===== src/rtl/trace_stream_arbiter.sv =====
// Shares one character-stream checker between two trace sources.
// A source holds the grant for a whole '#'-terminated record. The checker's
// verdict is captured per record and counted per source in saturating counters.
module trace_stream_arbiter #(
  parameter int unsigned HOLD_MAX  = 64,
  parameter logic [7:0]  IDLE_CHAR = 8'h00
) (
  input  logic        clk,
  input  logic        reset,
  input  logic        req0_valid,
  input  logic [7:0]  req0_char,
  output logic        req0_ready,
  input  logic        req1_valid,
  input  logic [7:0]  req1_char,
  output logic        req1_ready,
  output logic [7:0]  chk_char,
  input  logic [1:0]  chk_format,
  output logic        rec_done,
  output logic        rec_src,
  output logic [1:0]  rec_type,
  output logic        rec_timeout,
  output logic [15:0] good0,
  output logic [15:0] bad0,
  output logic [15:0] good1,
  output logic [15:0] bad1
);

  localparam int unsigned   HW        = (HOLD_MAX > 1) ? $clog2(HOLD_MAX) : 1;
  localparam logic [HW-1:0] HOLD_LAST = HW'(HOLD_MAX - 1);
  localparam logic [7:0]    END_CHAR  = 8'h23;

  typedef enum logic [1:0] {S_IDLE, S_GRANT, S_DRAIN, S_RESULT} state_t;

  state_t        state, state_nx;
  logic          src, src_nx;
  logic          last, last_nx;
  logic [HW-1:0] hold_cnt, hold_nx;
  logic [7:0]    char_nx;
  logic          done_nx, rsrc_nx, rto_nx;
  logic [1:0]    rtype_nx;
  logic          good_inc, bad_inc;
  logic          xfer;
  logic [7:0]    xchar;
  logic [15:0]   good0_q, bad0_q, good1_q, bad1_q;

  assign good0 = good0_q;
  assign bad0  = bad0_q;
  assign good1 = good1_q;
  assign bad1  = bad1_q;

  // Registered state, checker character and record result
  always_ff @(posedge clk) begin
    if (reset) begin
      state       <= S_IDLE;
      src         <= 1'b0;
      last        <= 1'b1;
      hold_cnt    <= '0;
      chk_char    <= IDLE_CHAR;
      rec_done    <= 1'b0;
      rec_src     <= 1'b0;
      rec_type    <= 2'b00;
      rec_timeout <= 1'b0;
    end else begin
      state       <= state_nx;
      src         <= src_nx;
      last        <= last_nx;
      hold_cnt    <= hold_nx;
      chk_char    <= char_nx;
      rec_done    <= done_nx;
      rec_src     <= rsrc_nx;
      rec_type    <= rtype_nx;
      rec_timeout <= rto_nx;
    end
  end

  // Saturating per-source good/bad record counters
  always_ff @(posedge clk) begin
    if (reset) begin
      good0_q <= '0;
      bad0_q  <= '0;
      good1_q <= '0;
      bad1_q  <= '0;
    end else begin
      if (good_inc && !src && good0_q != '1) good0_q <= good0_q + 16'd1;
      if (bad_inc  && !src && bad0_q  != '1) bad0_q  <= bad0_q  + 16'd1;
      if (good_inc &&  src && good1_q != '1) good1_q <= good1_q + 16'd1;
      if (bad_inc  &&  src && bad1_q  != '1) bad1_q  <= bad1_q  + 16'd1;
    end
  end

  // Arbitration, forwarding and verdict capture
  always_comb begin
    state_nx   = state;
    src_nx     = src;
    last_nx    = last;
    hold_nx    = hold_cnt;
    char_nx    = IDLE_CHAR;
    done_nx    = 1'b0;
    rsrc_nx    = rec_src;
    rtype_nx   = rec_type;
    rto_nx     = rec_timeout;
    good_inc   = 1'b0;
    bad_inc    = 1'b0;
    req0_ready = 1'b0;
    req1_ready = 1'b0;
    xfer       = src ? req1_valid : req0_valid;
    xchar      = src ? req1_char  : req0_char;
    unique case (state)
      S_IDLE: begin
        if (req0_valid || req1_valid) begin
          src_nx   = (req0_valid && req1_valid) ? ~last : req1_valid;
          hold_nx  = '0;
          state_nx = S_GRANT;
        end
      end
      S_GRANT: begin
        req0_ready = !src;
        req1_ready = src;
        hold_nx    = hold_cnt + 1'b1;
        if (xfer) char_nx = xchar;
        // A '#' transfer wins over expiry on the last permitted cycle.
        if (xfer && xchar == END_CHAR) begin
          state_nx = S_DRAIN;
          last_nx  = src;
        end else if (hold_cnt == HOLD_LAST) begin
          state_nx = S_IDLE;
          char_nx  = IDLE_CHAR;
          done_nx  = 1'b1;
          rsrc_nx  = src;
          rtype_nx = 2'b00;
          rto_nx   = 1'b1;
          bad_inc  = 1'b1;
          last_nx  = src;
        end
      end
      S_DRAIN: begin
        state_nx = S_RESULT;
      end
      S_RESULT: begin
        done_nx  = 1'b1;
        rsrc_nx  = src;
        rtype_nx = chk_format;
        rto_nx   = 1'b0;
        if (chk_format == 2'b01 || chk_format == 2'b10) good_inc = 1'b1;
        else bad_inc = 1'b1;
        state_nx = S_IDLE;
      end
      default: state_nx = S_IDLE;
    endcase
  end

endmodule


===== config.mk =====
export PLATFORM = sky130hd
export DESIGN_NAME = trace_stream_arbiter
export DESIGN_NICKNAME = d
export VERILOG_FILES = /design/src/rtl/trace_stream_arbiter.sv
export SDC_FILE = /design/constraint.sdc
export NUM_CORES = 1
export LEC_CHECK = 0
export BUFFER_PORTS_ARGS = -buffer_cell sky130_fd_sc_hd__buf_2
export CORE_UTILIZATION = 35
export DETAILED_ROUTE_END_ITERATION = 12
export PLACE_DENSITY_LB_ADDON = 0.2
export SYNTH_ARGS = -nofsm -noshare
export SYNTH_HDL_FRONTEND = slang
export SYNTH_SLANG_ARGS = --single-unit

===== constraint.sdc =====
create_clock -name clk -period 6.75 [get_ports clk]
set_input_delay 0.3375 -clock clk [delete_from_list [all_inputs] [get_ports clk]]
set_output_delay 0.3375 -clock clk [all_outputs]
set_load 0.02 [all_outputs]

==> out/metrics.cfg <==
[cts]
cts.repair.resized = 0
cts_made_buffers = 9
cts_buffer_depth = 2
hold_buffers = 0
clk_latency_ps = 330
cts_max_level = 3
clkTransAtPathRegs_ps = 60
cts_sinks = 87
postCtsSetupRepairBufs = 0
cts_tree = done
root_buffer = clkbuf_16

[placement]
place_area_um2 = 4660
place_hpwl_mm = 6.78
gp_congestion = 0.783
portBuffers = 100

[final_layout]
final_cell_area_um2 = 4930
area_delta_synth_final_pct = 20.8
fin_util = 0.432
layout-drive-gt1-share = 0.219
n_antenna_cell = 0
nets = 601

[power]
p_per_area_nw_per_um2 = 207
leakage_nw = 2.04
power.total_mw = 1.02
max-vdd-ir-drop_mv = 0.118

[outcome]
status = completed

[die]
die_h_um = 110
io_pins = 101
die-width_um = 110
core-area_um2 = 11400
die-area_um2 = 12100
initial_core_util = 0.358
row_count = 39

[timing]
hold_ws_ps = 263
timing.fmax_mhz = 343
finalCritPeriodShare = 0.432
period_minus_slack_ps = 2910
hold_viol_final = 0
tightest_slew_ps = 1170
finalMaxSlewViolations = 0
finalClockSkew_ps = 6.20
rsz0062_at_grt = false
timing.slew.headroom = 0.218
tns_ps = 0
finalSetupViolCount = 0

[critical_path]
crit_required_ps = 6980
ff2ff_path_depth = 6
end_kind = flip-flop
crit_type = reg2reg
cp_max_fo = 26
ff2ff_setup_slack_ps = 3840
start_kind = flip-flop
cp_data_arrival_time_ps = 3140

[global_route]
grt_usage = 0.164
grt_max_degree = 85
antenna_found_initial = 0
grt_pass1_vias = 3310
grt_first_pass_wirelength_mm = 15.7
grt_overflow_total = 0

[logic_synthesis]
yosys_most_used_dff = dfxtp_1
synthTopCellsByArea = dfxtp_1 43%, nor2_1 5.2%, a21oi_1 5.0%
yosysTopAreaCell = dfxtp_1
synth_top_family_by_area = simple AND/OR/NAND/NOR gates
ys_warn_count = 0
yosysMostFrequentCell = dfxtp_1
yosys.area.top_type_share = 0.426
muxShareOfSynthArea = 0.0435
synthSimpleGateAreaFrac = 0.283
synthesis.nets = 514
async_flop_share = 0
synth_edf_count = 0
ys_seq_elements = 87
ys_top_cells_by_count = 87 x dfxtp_1, 57 x nor2_1, 41 x a21oi_1
syn_avg_cell_area_um2 = 8.39
syn_area_um2 = 4080
ys_types = 47
synth-xor-area-share = 0.0536
syn_inst = 487
yosysSeqAreaShare = 0.426
synthAdderAreaFrac = 0.0153
synth-compound-area-share = 0.142

[route]
dr.pass1.iters = 4
drt_iter0_drc = 294
vias_per_cell = 5.25
route.antenna.remaining_nets = 0
drc = 0
drt_wl_total_mm = 9.75
vias = 3790
wire_per_inst_um = 13.5

[hold_path]
worstHoldPathCells = 3
hp-class = in2reg

[flow_run]
max_cap_viol_count = 0

==> logic make-up after synthesis <==
logic type	count (synthesis)
mux	17
fa+ha+maj	5
compound gates	97
buf+inv	34
xor+xnor	25
simple gates	222
flops	87
==> layout make-up <==
type / instances / area [µm²]
Sequential cell: 87 / 1740
Inverter: 9 / 33.8
Timing Repair Buffer: 101 / 508
Clock buffer: 12 / 256
Clock inverter: 4 / 20.0
Tap cell: 143 / 179
Fill cell: 1157 / 6480
Multi-Input combinational cell: 366 / 2190
==> worst paths after layout <==
kind                                   start           to
worst max-delay path                     src     bad0[12]
worst min-delay path            req0_char[3]  chk_char[3]
worst max register to register           src     bad0[12]
worst min register to register   rec_type[1]  rec_type[1]
==> placed cells by master, fill, tap and decap left out, types with 5 or more instances in the layout <==
cell type  instances
xnor2_1            7
or3_1             21
or4_1             11
o21ai_0           26
nand4_1           14
inv_1              9
nor3_1            10
nor2_1            57
xor2_1            18
clkbuf_16          9
nor2b_1            7
buf_2            100
mux2_2             6
ha_1               5
nand2_1           40
and4_1             8
o31ai_1           10
and3_1            17
a21oi_1           41
mux2i_1           11
nand3_1           20
dfxtp_1           87
==> critical path, cell delays in order, from the launching register on <==
cell	delay, ps
dfxtp_1	850
nand2b_1	210
nor3_1	50
o221a_2	320
o22a_1	500
a2111oi_0	480
mux2_2	380
==> metal layers <==
layer / global-route usage / up-vias / wire, µm
li1: - / 1931 / -
met1: 0.220 / 1767 / 4650
met2: 0.258 / 82 / 4510
met3: 0.0270 / 10 / 442
met4: 0.0752 / 0 / 150
met5: 0 / - / 0
==> power by group <==
group          switching (mW)  internal (mW)  leakage [nW]  total (mW)
Sequential            0.00434          0.516         0.702       0.521
Combinational          0.0245         0.0135          1.20      0.0379
Clock                   0.197          0.267         0.142       0.464
Total                   0.225          0.797          2.04        1.02
==> sequential cells by signal, indices dropped and copies added, names as in the netlist, named ones only <==
signal and cells:
rec_src 1, rec_done 1, last 1, hold_cnt 6
bad0 16, rec_type 2, bad1 16, state 1
good1 16, src 1, good0 16, rec_timeout 1
chk_char 8
==> through the flow <==
stage                     setup WS (ps)  std cells
after floorplan                    4530        487
after global placement             3960        706
after detailed placement           3830        706
after CTS                          3820        722
after global routing               3470        722
final                              3840        722
(Power assumes the default switching activity.)
